`src/rtl/conv_window_accumulator_if.sv`:
```
`default_nettype none
// ----------------------------------------------------------------------------
// conv_window_accumulator_if : tap stream in, window results out
// Revision 1.0
// ----------------------------------------------------------------------------
interface conv_window_accumulator_if #(
    parameter int DATA_W = 4,
    parameter int ACC_W  = 12,
    parameter int WIN_W  = 2
);
    logic              start;
    logic              in_valid;
    logic [3:0]        k_idx;
    logic [DATA_W-1:0] pixel;
    logic [DATA_W-1:0] weight;
    logic              out_valid;
    logic [ACC_W-1:0]  out_data;
    logic [WIN_W-1:0]  out_win;
    logic              busy;
    logic              done;
    logic              seq_err;

    modport master (
        output start, in_valid, k_idx, pixel, weight,
        input  out_valid, out_data, out_win, busy, done, seq_err
    );

    modport slave (
        input  start, in_valid, k_idx, pixel, weight,
        output out_valid, out_data, out_win, busy, done, seq_err
    );
endinterface
`default_nettype wire

```
`src/rtl/conv_window_accumulator.sv`:
```
`default_nettype none
// ----------------------------------------------------------------------------
// conv_window_accumulator : MAC of 9 taps per 3x3 window, 4 windows per run
// Revision 1.0
// ----------------------------------------------------------------------------
module conv_window_accumulator #(
    parameter int DATA_W  = 4,
    parameter int TAPS    = 9,
    parameter int WINDOWS = 4,
    parameter int ACC_W   = 12
) (
    input  wire                          clk_i,
    input  wire                          rst_i,
    conv_window_accumulator_if.slave     acc_if
);
    localparam int WIN_W = (WINDOWS > 1) ? $clog2(WINDOWS) : 1;
    localparam logic [3:0]       LAST_TAP = 4'(TAPS - 1);
    localparam logic [WIN_W-1:0] LAST_WIN = WIN_W'(WINDOWS - 1);

    typedef enum logic [0:0] {
        IDLE  = 1'b0,
        ACCUM = 1'b1
    } state_t;

    state_t             state_q, state_d;
    logic [ACC_W-1:0]   acc_q, acc_d;
    logic [3:0]         exp_idx_q, exp_idx_d;
    logic [WIN_W-1:0]   win_q, win_d;
    logic [ACC_W-1:0]   out_data_q, out_data_d;
    logic [WIN_W-1:0]   out_win_q, out_win_d;
    logic               out_valid_q, out_valid_d;
    logic               done_q, done_d;
    logic               seq_err_q, seq_err_d;

    logic [2*DATA_W-1:0] prod;
    logic [ACC_W-1:0]    prod_ext;

    assign prod     = acc_if.pixel * acc_if.weight;
    assign prod_ext = ACC_W'(prod);

    always_ff @(posedge clk_i) begin
        if (rst_i) begin
            state_q     <= IDLE;
            acc_q       <= '0;
            exp_idx_q   <= '0;
            win_q       <= '0;
            out_data_q  <= '0;
            out_win_q   <= '0;
            out_valid_q <= 1'b0;
            done_q      <= 1'b0;
            seq_err_q   <= 1'b0;
        end else begin
            state_q     <= state_d;
            acc_q       <= acc_d;
            exp_idx_q   <= exp_idx_d;
            win_q       <= win_d;
            out_data_q  <= out_data_d;
            out_win_q   <= out_win_d;
            out_valid_q <= out_valid_d;
            done_q      <= done_d;
            seq_err_q   <= seq_err_d;
        end
    end

    always_comb begin
        state_d     = state_q;
        acc_d       = acc_q;
        exp_idx_d   = exp_idx_q;
        win_d       = win_q;
        out_data_d  = out_data_q;
        out_win_d   = out_win_q;
        out_valid_d = 1'b0;
        done_d      = 1'b0;
        seq_err_d   = seq_err_q;

        case (state_q)
            IDLE: begin
                if (acc_if.start) begin
                    acc_d     = '0;
                    exp_idx_d = '0;
                    win_d     = '0;
                    seq_err_d = 1'b0;
                    state_d   = ACCUM;
                end
            end
            ACCUM: begin
                if (acc_if.in_valid) begin
                    // An out-of-order tap drops the sample and restarts the window.
                    if (acc_if.k_idx != exp_idx_q) begin
                        seq_err_d = 1'b1;
                        acc_d     = '0;
                        exp_idx_d = '0;
                    end else if (exp_idx_q == LAST_TAP) begin
                        out_data_d  = acc_q + prod_ext;
                        out_win_d   = win_q;
                        out_valid_d = 1'b1;
                        acc_d       = '0;
                        exp_idx_d   = '0;
                        if (win_q == LAST_WIN) begin
                            done_d  = 1'b1;
                            state_d = IDLE;
                        end else begin
                            win_d = win_q + WIN_W'(1);
                        end
                    end else begin
                        acc_d     = acc_q + prod_ext;
                        exp_idx_d = exp_idx_q + 4'd1;
                    end
                end
            end
            default: state_d = IDLE;
        endcase
    end

    assign acc_if.out_valid = out_valid_q;
    assign acc_if.out_data  = out_data_q;
    assign acc_if.out_win   = out_win_q;
    assign acc_if.busy      = (state_q == ACCUM);
    assign acc_if.done      = done_q;
    assign acc_if.seq_err   = seq_err_q;
endmodule
`default_nettype wire

```
`src/flat_wrapper.sv`:
```
// flat-port wrapper written by rule: the top's interface ports become plain ports
module conv_window_accumulator_flat 
#(
    parameter int DATA_W  = 4,
    parameter int TAPS    = 9,
    parameter int WINDOWS = 4,
    parameter int ACC_W   = 12
)
  (clk_i, rst_i, acc_if_start, acc_if_in_valid, acc_if_k_idx, acc_if_pixel, acc_if_weight, acc_if_out_valid, acc_if_out_data, acc_if_out_win, acc_if_busy, acc_if_done, acc_if_seq_err);
  conv_window_accumulator_if #(.DATA_W(DATA_W), .ACC_W(ACC_W), .WIN_W(2)) acc_if_i ();
  input  wire clk_i;
  input  wire rst_i;
  input wire logic [$bits(acc_if_i.start)-1:0] acc_if_start;
  input wire logic [$bits(acc_if_i.in_valid)-1:0] acc_if_in_valid;
  input wire logic [$bits(acc_if_i.k_idx)-1:0] acc_if_k_idx;
  input wire logic [$bits(acc_if_i.pixel)-1:0] acc_if_pixel;
  input wire logic [$bits(acc_if_i.weight)-1:0] acc_if_weight;
  output wire logic [$bits(acc_if_i.out_valid)-1:0] acc_if_out_valid;
  output wire logic [$bits(acc_if_i.out_data)-1:0] acc_if_out_data;
  output wire logic [$bits(acc_if_i.out_win)-1:0] acc_if_out_win;
  output wire logic [$bits(acc_if_i.busy)-1:0] acc_if_busy;
  output wire logic [$bits(acc_if_i.done)-1:0] acc_if_done;
  output wire logic [$bits(acc_if_i.seq_err)-1:0] acc_if_seq_err;
  assign acc_if_i.start = acc_if_start;
  assign acc_if_i.in_valid = acc_if_in_valid;
  assign acc_if_i.k_idx = acc_if_k_idx;
  assign acc_if_i.pixel = acc_if_pixel;
  assign acc_if_i.weight = acc_if_weight;
  assign acc_if_out_valid = acc_if_i.out_valid;
  assign acc_if_out_data = acc_if_i.out_data;
  assign acc_if_out_win = acc_if_i.out_win;
  assign acc_if_busy = acc_if_i.busy;
  assign acc_if_done = acc_if_i.done;
  assign acc_if_seq_err = acc_if_i.seq_err;
  conv_window_accumulator #(.DATA_W(DATA_W), .TAPS(TAPS), .WINDOWS(WINDOWS), .ACC_W(ACC_W)) u_core (.clk_i(clk_i), .rst_i(rst_i), .acc_if(acc_if_i));
endmodule
```
`config.mk`:
```
export PLATFORM = sky130hd
export DESIGN_NAME = conv_window_accumulator_flat
export DESIGN_NICKNAME = d
export VERILOG_FILES = /design/src/rtl/conv_window_accumulator_if.sv /design/src/rtl/conv_window_accumulator.sv /design/src/flat_wrapper.sv
export SDC_FILE = /design/constraint.sdc
export NUM_CORES = 1
export LEC_CHECK = 0
export CAP_MARGIN = 20
export CORE_ASPECT_RATIO = 1.1
export CORE_MARGIN = 2
export CORE_UTILIZATION = 30
export CTS_CLUSTER_DIAMETER = 150
export DETAILED_ROUTE_END_ITERATION = 10
export PLACE_DENSITY_LB_ADDON = 0.12
export SLEW_MARGIN = 20
export SYNTH_ARGS = -nofsm -noshare
export SYNTH_HDL_FRONTEND = slang
export SYNTH_SLANG_ARGS = --single-unit
```
`constraint.sdc`:
```
create_clock -name clk_i -period 4.94 [get_ports clk_i]
set_input_delay 0.988 -clock clk_i [delete_from_list [all_inputs] [get_ports clk_i]]
set_output_delay 0.988 -clock clk_i [all_outputs]
set_load 0.01 [all_outputs]
```
==> results_tabular.tex <==
\begin{tabular}{lr}
\hline
Metric & Value \\
\hline
\multicolumn{2}{l}{\textbf{Logic synthesis}} \\
\quad Commonest cells in the netlist & nand2\_1 (38), dfxtp\_1 (36), inv\_1 (24), ha\_1 (21), a21oi\_1 (20) \\
\quad Synthesized-area fraction occupied by xor and xnor cells & 0.04171 \\
\quad Post-synth top area share & 0.3120 \\
\quad Post-synthesis register bit count & 36 \\
\quad Most repeated cell in the gate-level netlist after synthesis & nand2\_1 \\
\quad Number of nets in the synthesized netlist & 321 \\
\quad Post-synthesis instance area & 2310 um2 \\
\quad Sequential fraction of the synthesis area & 0.3120 \\
\quad Fraction of the mapped netlist area in adder cells & 0.1918 \\
\quad Synth async-reset ratio & 0 \\
\quad Warnings, synthesis & 0 \\
\quad Area fraction in compound gates after synthesis & 0.1327 \\
\quad Count of different cell masters after synthesis & 46 \\
\quad Multiplexer fraction of the synthesized cell area & 0.01300 \\
\quad Post-Syn Area per Cell & 8.399 um2 \\
\quad Cell types occupying the most area after synthesis & dfxtp\_1 (31\%), ha\_1 (11\%), fa\_1 (7.8\%) \\
\quad Post-Synth Simple-Gate Area & 0.2427 \\
\quad Number of enable flip-flop cells after synthesis & 0 \\
\quad Leading register cell type out of synthesis & dfxtp\_1 \\
\quad Library cell occupying the most area in the post-synthesis netlist & dfxtp\_1 \\
\quad Largest family of logic cells by synthesized area & simple AND/OR/NAND/NOR gates \\
\quad Gate count after technology mapping & 275 \\
\multicolumn{2}{l}{\textbf{Clock network}} \\
\quad Clock Sinks & 36 \\
\quad TritonCTS clock tree & built \\
\quad Htree depth & 2 \\
\quad Clock buffers created by TritonCTS & 5 \\
\quad Number of gates given a new drive strength after cts & 0 \\
\quad Number of buffers inserted by hold repair at cts & 0 \\
\quad Clock edge transition at the registers on the reported setup and hold paths & around 0.08 ns \\
\quad Worst-Skew Late Latency & 0.28 ns \\
\quad Longest Clk Path Bufs & 2 \\
\quad Root buffer selected by CTS & clkbuf\_8 \\
\quad \# Post-CTS Setup Buffers & 0 \\
\multicolumn{2}{l}{\textbf{Placement}} \\
\quad \# placed instances & just over 400 \\
\quad Worst setup timing slack at the placement stage & 0.2386 ns \\
\quad Half-perimeter wire length of the detailed placement result & 4081 um \\
\quad \# port buffers & 33 \\
\quad Placed cell area & 2735 um2 \\
\quad Placer Congestion & 0.7631 \\
\multicolumn{2}{l}{\textbf{Pwr}} \\
\quad Clock share of power & 0.414 \\
\quad Combinational power share & 0.168 \\
\quad Power per cell area & $\sim$250 nW/um2 \\
\quad Sw Ratio & 0.2608 \\
\quad Worst-case vdd ir drop & about 0.10 mV \\
\quad Sw power & between 150 and 200 uW \\
\quad Cell internal power dissipation & 518.5 uW \\
\quad Sequential cell fraction of total power & 0.418 \\
\quad Leakage Power & around 1.1 nW \\
\multicolumn{2}{l}{\textbf{Floorplan}} \\
\quad I/O pin cnt & 34 \\
\quad Die X-Extent & 87.66 um \\
\quad Overall die height & roughly 96 um \\
\quad Num rows & 33 \\
\quad Area of the die & 8418 um2 \\
\quad Starting density of the core & 0.3091 \\
\quad Area of the core region & 7473 um2 \\
\multicolumn{2}{l}{\textbf{Cells and area}} \\
\quad Non-filler cells in the finished layout & 413 \\
\quad Number of nets at the end of the flow & 353 \\
\quad Filler cells & 772 \\
\quad Area added between synthesis and finish & 23.89\% \\
\quad Cell area after layout & 2861 um2 \\
\quad Antenna fix cells & 0 \\
\quad Fraction of layout cells with a size suffix above 1 & 0.04545 \\
\multicolumn{2}{l}{\textbf{Timing}} \\
\quad Transition at the pin with the smallest max-transition slack & 0.7303 ns \\
\quad Final worst clock skew & 0.006271 ns \\
\quad Slew Limit Fails & 0 \\
\quad Fin Setup TNS & 0 ns \\
\quad Minimum period implied by the final worst setup slack & 4.401 ns \\
\quad Max frequency & between 200 and 250 MHz \\
\quad Relative slew slack & 0.5094 \\
\quad Post-route setup slack & 0.5386 ns \\
\quad Final hold violations & 0 \\
\quad Share of the clock period used by the worst path after layout & 0.8910 \\
\quad Setup repair after global routing missed its margin & false \\
\quad Number of setup violations in the final report & 0 \\
\multicolumn{2}{l}{\textbf{Setup path}} \\
\quad Critical Path End & u\_core.acc\_if.out\_data[8] \\
\quad Reg2Reg Launch Point & u\_core.acc\_q[2] \\
\quad R2r endpoint & u\_core.acc\_if.out\_data[11] \\
\quad Endpoint required time on the critical path & a little over 5 ns \\
\quad Worst reg2reg path depth & 8 \\
\quad Data arrival time at the worst-slack endpoint & 4.56 ns \\
\quad Worst setup path class & in -> reg \\
\quad Startpoint of the most critical setup path & acc\_if\_pixel[0] \\
\quad Type of origin of the critical path & primary input \\
\quad Worst reg2reg setup slack & 2.34 ns \\
\quad Kind of capture point of the worst setup path & register \\
\quad Crit-path max FO & 4 \\
\multicolumn{2}{l}{\textbf{Routing}} \\
\quad Number of DRC violations after detailed routing & 0 \\
\quad Count of TritonRoute iterations in the first routing pass & 4 \\
\quad Routed via count divided by cell count & 4.649 \\
\quad Detailed-route wire length & 5390 um \\
\quad Number of violations reported at the end of detailed-routing iteration 0 & 82 \\
\quad Total via count after detailed routing & around 1900 \\
\quad Average wire length per cell after detail routing & $\sim$13 um \\
\quad Routed Antenna Nets & 0 \\
\multicolumn{2}{l}{\textbf{Run}} \\
\quad Reported max-cap violation count & 0 \\
\multicolumn{2}{l}{\textbf{Global route}} \\
\quad Global-route total usage across every layer & 0.1341 \\
\quad Leftover overflow at the end of global routing & 0 \\
\quad Number of global-route vias before repair & around 1800 \\
\quad Maximum number of pins on one net before global-route repair & 26 \\
\quad Wire length of the first global-routing pass & 8790 um \\
\quad Number of antenna violations at the first check in global routing & 0 \\
\multicolumn{2}{l}{\textbf{Outcome}} \\
\quad Result of the run & completed \\
\multicolumn{2}{l}{\textbf{Worst hold path}} \\
\quad Hold/Removal Path Class & reg -> reg \\
\hline
\end{tabular}
[power groups by stage]
stage / combinational [mW] / clock [mW] / sequential (mW)
floorplan: 0.0788 / 0 / 0.300
finish: 0.118 / 0.291 / 0.293
detailed placement: 0.118 / 0 / 0.300
global placement: 0.118 / 0 / 0.300
global route: 0.134 / 0.308 / 0.293
CTS: 0.120 / 0.298 / 0.293
[per-stage QoR]
step	total power, mW	hold WS (ns)	util
after global placement	0.4179	0.4431	0.3660
after floorplan	0.3786	0.4319	-
after detailed placement	0.4181	0.4460	0.3660
after global routing	0.7352	0.4781	0.3829
after CTS	0.7104	0.4572	0.3829
final	0.7014	0.4572	0.3829
[kinds of logic after synthesis]
group,count (synthesis)
mux,3
simple gates,110
xor+xnor,11
flops,36
fa+ha+maj,30
buf+inv,36
compound gates,49
[routing by layer]
metal	track usage	routed length, um	vias to the layer above	share of wire
met3	0.02144	112	4	0.021
li1	-	-	1007	-
met4	0.03846	53	0	0.0098
met1	0.1852	2732	883	0.51
met5	0	0	-	0
met2	0.2159	2492	26	0.46
[flip-flops by register name, summed over array words and instances, names as in the netlist]
name / count
u_core.acc_if.seq_err: 1
u_core.acc_if.out_valid: 1
u_core.acc_if.done: 1
u_core.acc_if.out_data: 12
u_core.win_q: 2
u_core.exp_idx_q: 4
u_core.acc_if.out_win: 2
u_core.acc_q: 12
u_core.acc_if.busy: 1
[cells in the final DEF (no fill, tap or decap), types with 5 or more instances in the layout]
cell type        count
nor3_1               5
o31ai_1              5
fa_1                 9
and2_1              13
dfxtp_1             36
nand2_1             38
o21ai_0              7
nor2_1              15
clkbuf_8             7
nand3_1             15
xnor2_1              5
inv_1               24
ha_1                21
xor2_1               6
a21oi_1             20
clkdlybuf4s50_1     33
[worst min-delay path by stage]
stage / from / to / slack [ns] / cells after the start
floorplan: u_core.acc_q[3] / u_core.acc_q[3] / 0.43 / 2
global placement: u_core.acc_if.out_data[4] / u_core.acc_if.out_data[4] / 0.44 / 2
detailed placement: u_core.acc_q[3] / u_core.acc_q[3] / 0.45 / 2
CTS: u_core.acc_q[3] / u_core.acc_q[3] / 0.46 / 2
global route: u_core.acc_if.out_win[0] / u_core.acc_if.out_win[0] / 0.48 / 2
finish: u_core.acc_q[3] / u_core.acc_q[3] / 0.46 / 2
[final cells by class]
cell class | instances | area, um2 | area share
well taps | 105 | 131.4 | 0.04591
inverters | 25 | 93.84 | 0.03279
multi-input cells | 203 | 1436 | 0.5020
repair buffers | 36 | 352.8 | 0.1233
flip-flops and latches | 36 | 720.7 | 0.2519
clock buffers | 7 | 96.34 | 0.03367
clock inverters | 1 | 30.03 | 0.01049
[critical path: stages]
cell             delay (ns)
clkdlybuf4s50_1        0.52
nand2_1                0.10
fa_1                   0.52
fa_1                   0.52
fa_1                   0.52
inv_1                  0.04
ha_1                   0.23
a211oi_1               0.32
o31ai_1                0.15
buf_4                  0.16
a31oi_1                0.19
xor2_1                 0.22
o31ai_1                0.08
No activity file was read; power rests on OpenSTA's default activity.
